## src/rtl/aes_inv_pkg.sv

```systemverilog
// Shared types and GF(2^8) helpers for the word-serial AES inverse round engine.
// State byte 0 sits in bits [127:120]; bytes are column-major as in FIPS-197.
package aes_inv_pkg;

   localparam int AES_STATE_W = 128;
   localparam int AES_WORD_W  = 32;

   typedef enum logic [1:0] {
      IDLE = 2'd0,
      SUB  = 2'd1,
      MIX  = 2'd2,
      HOLD = 2'd3
   } fsm_state_e;

   function automatic logic [7:0] xtime(input logic [7:0] b);
      return {b[6:0], 1'b0} ^ (b[7] ? 8'h1b : 8'h00);
   endfunction

   function automatic logic [7:0] gf_mul(input logic [7:0] a, input logic [7:0] b);
      logic [7:0] acc;
      logic [7:0] p;
      acc = '0;
      p   = a;
      for (int i = 0; i < 8; i++) begin
         if (b[i]) acc = acc ^ p;
         p = xtime(p);
      end
      return acc;
   endfunction

   // Row r moves right by r columns: out[r][c] = in[r][(c - r) mod 4].
   function automatic logic [127:0] inv_shift_rows(input logic [127:0] s);
      logic [127:0] r;
      r = '0;
      for (int c = 0; c < 4; c++)
         for (int row = 0; row < 4; row++)
            r[127 - 8*(4*c + row) -: 8] = s[127 - 8*(4*((c - row + 4) % 4) + row) -: 8];
      return r;
   endfunction

   function automatic logic [31:0] inv_mix_col(input logic [31:0] w);
      logic [7:0] a0, a1, a2, a3;
      a0 = w[31:24];
      a1 = w[23:16];
      a2 = w[15:8];
      a3 = w[7:0];
      return {gf_mul(a0, 8'h0e) ^ gf_mul(a1, 8'h0b) ^ gf_mul(a2, 8'h0d) ^ gf_mul(a3, 8'h09),
              gf_mul(a0, 8'h09) ^ gf_mul(a1, 8'h0e) ^ gf_mul(a2, 8'h0b) ^ gf_mul(a3, 8'h0d),
              gf_mul(a0, 8'h0d) ^ gf_mul(a1, 8'h09) ^ gf_mul(a2, 8'h0e) ^ gf_mul(a3, 8'h0b),
              gf_mul(a0, 8'h0b) ^ gf_mul(a1, 8'h0d) ^ gf_mul(a2, 8'h09) ^ gf_mul(a3, 8'h0e)};
   endfunction

endpackage

```

## src/rtl/aes_inv_sbox.sv

```systemverilog
// Combinational AES inverse S-box applied to each byte of a 32-bit word.
module aes_inv_sbox (
   input  logic [31:0] i_inv_wrd_sbox,
   output logic [31:0] o_inv_wrd_sbox
);

   // Entry 0 occupies the top byte, so entry b lives at bits [2047-8b -: 8].
   localparam logic [2047:0] INV_SBOX_TAB = {
      128'h52096ad53036a538bf40a39e81f3d7fb, 128'h7ce339829b2fff87348e4344c4dee9cb,
      128'h547b9432a6c2233dee4c950b42fac34e, 128'h082ea16628d924b2765ba2496d8bd125,
      128'h72f8f66486689816d4a45ccc5d65b692, 128'h6c704850fdedb9da5e154657a78d9d84,
      128'h90d8ab008cbcd30af7e45805b8b34506, 128'hd02c1e8fca3f0f02c1afbd0301138a6b,
      128'h3a9111414f67dcea97f2cfcef0b4e673, 128'h96ac7422e7ad3585e2f937e81c75df6e,
      128'h47f11a711d29c5896fb7620eaa18be1b, 128'hfc563e4bc6d279209adbc0fe78cd5af4,
      128'h1fdda8338807c731b11210592780ec5f, 128'h60517fa919b54a0d2de57a9f93c99cef,
      128'ha0e03b4dae2af5b0c8ebbb3c83539961, 128'h172b047eba77d626e169146355210c7d
   };

   for (genvar gi = 0; gi < 4; gi++) begin : g_byte
      logic [7:0]  b_in;
      logic [10:0] tab_idx;
      assign b_in    = i_inv_wrd_sbox[8*gi +: 8];
      assign tab_idx = 11'd2047 - {b_in, 3'b000};
      assign o_inv_wrd_sbox[8*gi +: 8] = INV_SBOX_TAB[tab_idx -: 8];
   end

endmodule

```

## src/rtl/aes_inv_round_seq.sv

```systemverilog
// Word-serial AES inverse round: InvShiftRows, InvSubBytes one column per cycle,
// AddRoundKey and InvMixColumns. Option macro: AES_INV_LAST_ROUND_EN adds i_last.
module aes_inv_round_seq
   import aes_inv_pkg::*;
#(
   parameter int WORD_W  = AES_WORD_W,
   parameter int STATE_W = AES_STATE_W
) (
   input  logic               i_clk,
   input  logic               i_rst,
   input  logic               i_valid,
   output logic               o_ready,
   input  logic [STATE_W-1:0] i_state,
   input  logic [STATE_W-1:0] i_round_key,
`ifdef AES_INV_LAST_ROUND_EN
   input  logic               i_last,
`endif
   output logic               o_valid,
   input  logic               i_ready,
   output logic [STATE_W-1:0] o_state
);

   fsm_state_e         fsm_reg;
   logic [1:0]         col_reg;
   logic [STATE_W-1:0] state_reg;
   logic [STATE_W-1:0] key_reg;
   logic [STATE_W-1:0] out_reg;
`ifdef AES_INV_LAST_ROUND_EN
   logic               last_reg;
`endif

   logic [WORD_W-1:0]  col_word [4];
   logic [WORD_W-1:0]  sbox_in;
   logic [WORD_W-1:0]  sbox_out;
   logic [STATE_W-1:0] sub_state;
   logic [STATE_W-1:0] add_state;
   logic [STATE_W-1:0] mix_state;
   logic [STATE_W-1:0] round_out;

   // The single S-box is shared across columns; col_reg picks which one it sees.
   assign sbox_in   = col_word[col_reg];
   assign add_state = state_reg ^ key_reg;

   aes_inv_sbox u_sbox (
      .i_inv_wrd_sbox (sbox_in),
      .o_inv_wrd_sbox (sbox_out)
   );

   for (genvar gi = 0; gi < 4; gi++) begin : g_col
      assign col_word[gi] = state_reg[STATE_W-1-WORD_W*gi -: WORD_W];
      assign sub_state[STATE_W-1-WORD_W*gi -: WORD_W] =
         (col_reg == 2'(gi)) ? sbox_out : col_word[gi];
      assign mix_state[STATE_W-1-WORD_W*gi -: WORD_W] =
         inv_mix_col(add_state[STATE_W-1-WORD_W*gi -: WORD_W]);
   end

`ifdef AES_INV_LAST_ROUND_EN
   assign round_out = last_reg ? add_state : mix_state;
`else
   assign round_out = mix_state;
`endif

   always_ff @(posedge i_clk) begin
      if (i_rst) begin
         fsm_reg   <= IDLE;
         col_reg   <= '0;
         state_reg <= '0;
         key_reg   <= '0;
         out_reg   <= '0;
`ifdef AES_INV_LAST_ROUND_EN
         last_reg  <= 1'b0;
`endif
      end else begin
         case (fsm_reg)
            IDLE: if (i_valid) begin
               state_reg <= inv_shift_rows(i_state);
               key_reg   <= i_round_key;
`ifdef AES_INV_LAST_ROUND_EN
               last_reg  <= i_last;
`endif
               col_reg   <= '0;
               fsm_reg   <= SUB;
            end
            SUB: begin
               state_reg <= sub_state;
               col_reg   <= col_reg + 2'd1;
               if (col_reg == 2'd3) fsm_reg <= MIX;
            end
            MIX: begin
               out_reg <= round_out;
               fsm_reg <= HOLD;
            end
            HOLD: if (i_ready) fsm_reg <= IDLE;
            default: fsm_reg <= IDLE;
         endcase
      end
   end

   assign o_ready = (fsm_reg == IDLE);
   assign o_valid = (fsm_reg == HOLD);
   assign o_state = out_reg;

endmodule

```

## config.mk

```make
export PLATFORM = sky130hd
export DESIGN_NAME = aes_inv_round_seq
export DESIGN_NICKNAME = d
export VERILOG_FILES = /design/src/rtl/aes_inv_pkg.sv /design/src/rtl/aes_inv_sbox.sv /design/src/rtl/aes_inv_round_seq.sv
export SDC_FILE = /design/constraint.sdc
export NUM_CORES = 2
export LEC_CHECK = 0
export CORE_MARGIN = 8
export CORE_UTILIZATION = 35
export CTS_BUF_LIST = sky130_fd_sc_hd__clkbuf_2 sky130_fd_sc_hd__clkbuf_4 sky130_fd_sc_hd__clkbuf_8
export DETAILED_ROUTE_END_ITERATION = 7
export PLACE_DENSITY = 0.61
export SETUP_SLACK_MARGIN = 0.2
export SLEW_MARGIN = 0
export SYNTH_ARGS = -nofsm -noshare
export SYNTH_HDL_FRONTEND = slang
export SYNTH_SLANG_ARGS = --single-unit
```

## constraint.sdc

```tcl
create_clock -name i_clk -period 9.9 [get_ports i_clk]
set_input_delay 1.98 -clock i_clk [delete_from_list [all_inputs] [get_ports i_clk]]
set_output_delay 1.98 -clock i_clk [all_outputs]
set_load 0.005 [all_outputs]
```

==> impl_metrics.tcl <==
set metrics [dict create \
    cts_root_buffer "clkbuf_8" \
    synth_area_leaders "dfxtp_1 21%, xnor2_1 19%, a211oi_1 5.3%" \
    cp-start-kind "flip-flop" \
    num_vias 40760 \
    yosysTopAreaCell "dfxtp_1" \
    ys_types 103 \
    crit_arrival_ps 6350 \
    ctsHoldBuffers 0 \
    min_path_type "flip-flop to flip-flop" \
    whs_ps 467.3 \
    cp_top_family "buffers and inverters" \
    reg2regPathDepth 12 \
    slowest_delay_ps 890 \
    rsz0062_at_grt "no" \
    place_congestion 1.063 \
    cts_buffers 67 \
    finalMaxSlewViolations 0 \
    start_util 0.3522 \
    firstDrtPassIters 7 \
    post-place-ws_ps 4237 \
    fin_nets 5331 \
    final_layout_size_suffix_gt1_frac 0.07528 \
    antenna_found_initial 22 \
    synthFlopType "dfxtp_1" \
    htree_num_levels 3 \
    dieArea_sq_um 118300 \
    crit_type "flip-flop to flip-flop" \
    setup_tns_ps 0 \
    skew_ps 48.41 \
    worstHoldStart "key_reg[38]" \
    ys_warn_count 0 \
    post-route-period-util 0.5908 \
    tightestPinTransition_ps 1374 \
    crit_chain "buf_4, mux4_2, inv_1, ha_1, buf_4, nand2b_1, nand3_1, nand2_1, o41ai_1, nor4_1, nor3_1, o41ai_1" \
    hold_violations 0 \
    layout_setup_ws_ps 4051 \
    cp-end-kind "flip-flop" \
    synth_top_area_frac 0.2063 \
    critPathRequiredTime_ps 10410 \
    min_to "key_reg[38]" \
    ioPinCount 390 \
    r2r-start "col_reg[0]" \
    ys_async_sr_fraction 0 \
    detail_route.wl_per_cell_um 31.38 \
    postRouteAntennaNets 0 \
    min_period_ps 5849 \
    status "complete, no violations" \
    grt_max_degree 101 \
    worstSkewPairLatency_ps 680 \
    die_width_um 344.0 \
    critPathBufInv 3 \
    ys_ff_latch 388 \
    syn-cell-area_sq_um 37650 \
    utilization 0.4072 \
    via_per_inst 6.304 \
    yosysSeqAreaShare 0.2063 \
    grt_pass1_wl_um 284900 \
    synthCells 4881 \
    clock_sinks 388 \
    worstPathMaxFanout 46 \
    grt_pass1_vias 38231 \
    syn_to_final_growth_pct 15.62 \
    synth_nets 5209 \
    hpwl_um 152700 \
    hold_path_depth 2 \
    portBuffers 389 \
    post-cts-setup-buffers 0 \
    syn_avg_cell_area_sq_um 7.714 \
    synth_commonest_cells "802 x xnor2_1, 523 x nand2_1, 441 x nor2_1" \
    cts_resized 0 \
    drtIter0Drc 6232 \
    core-area_sq_um 106900 \
    drt-total-wl_um 202900 \
    die_h_um 344.0 \
    clockBufferDepth 3 \
    cp_slowest_cell "mux4_2" \
    startpoint "col_reg[0]" \
    max_slew_margin 0.08429 \
    fmax_mhz 171.0 \
    grtUsageTotal 0.3228 \
    tritoncts "done" \
    reg2reg_to "col_word[125]" \
    r2r_slack_ps 4050 \
    synth_edf_count 0 \
    path_clk_slew_ps 60 \
    drc 0 \
    yosys.cell_count.top_type "xnor2_1" \
    grt_overflow_total 0 \
    rows 120 \
    setup-violations-final 0 \
    max_cap_violations 0 \
]
==> tightest hold or removal path, stage by stage (launching register included) <==
cell	delay [ps]
dfxtp_1	320
nand2_1	50
a21oi_1	50
==> cell families (layout without fill, tap and decap cells) <==
kind of cell             Yosys count  after routing  share of synthesized area
XOR/XNOR                         989            989                     0.2409
AO/OA/AOI/OAI                   1445           1445                     0.2632
flip-flops                       388            388                     0.2063
buffers and inverters            464            631                    0.05560
AND/OR/NAND/NOR                 1403           1403                     0.1665
multiplexers                     124            124                    0.04490
adder cells (fa/ha/maj)           68             68                    0.02260
other                              0             15                          0
==> layout make-up <==
class	count	area [sq um]
sequential	388	7772
antenna	15	37.54
fill	11155	63370
inverter	46	182.7
tap	1403	1755
timing repair buffer	471	4514
multi-input combinational	4029	27880
clock buffer	101	1277
clock inverter	13	106.4
==> layer usage <==
metal  vias to the layer above  part of all wire  global-route usage
met5                         -           0.00058            0.003747
met4                        10             0.057              0.1530
met3                       604              0.12             0.08946
met2                      2929              0.41              0.4759
met1                     19466              0.41              0.4324
li1                      17751                 -                   -
==> cell usage in the layout, fill, tap and decap left out, types with 20 or more instances in the layout <==
master           count
xor2_1             140
a221oi_1            39
a211oi_1           266
inv_1               36
xnor2_1            802
a31oi_1             70
ha_1                66
nand3_1             68
o31ai_1             26
nand4_1             20
buf_4               82
nand2b_1            62
and2_1              35
mux2_2              22
o221ai_1            25
nor2_1             440
a21oi_1            392
o311ai_0            27
o22ai_1             30
nand2_1            522
nor3_1              88
xnor2_2             35
o211ai_1            77
clkbuf_8            83
dfxtp_1            386
clkdlybuf4s50_1    388
a311oi_1            44
o21ai_0            167
nor2b_1             29
mux4_2              30
mux2i_1             65
nand3b_1            34
==> per-stage QoR <==
stage,cells,cell area (sq um)
final,6466,43530
after detailed placement,6337,42110
after global placement,6337,42110
after global routing,6460,43520
after CTS,6451,43490
after floorplan,4881,37650
==> worst max-delay path by stage <==
stage                               end  cells after the start
after floorplan            col_word[34]                     16
after detailed placement   col_word[93]                     12
after CTS                  col_word[29]                     12
final                     col_word[125]                     12
after global placement    col_word[110]                     12
after global routing        col_word[3]                     13
Power is not shown: default switching activity piles up to over one toggle a cycle in this logic, so the estimate is an artifact.
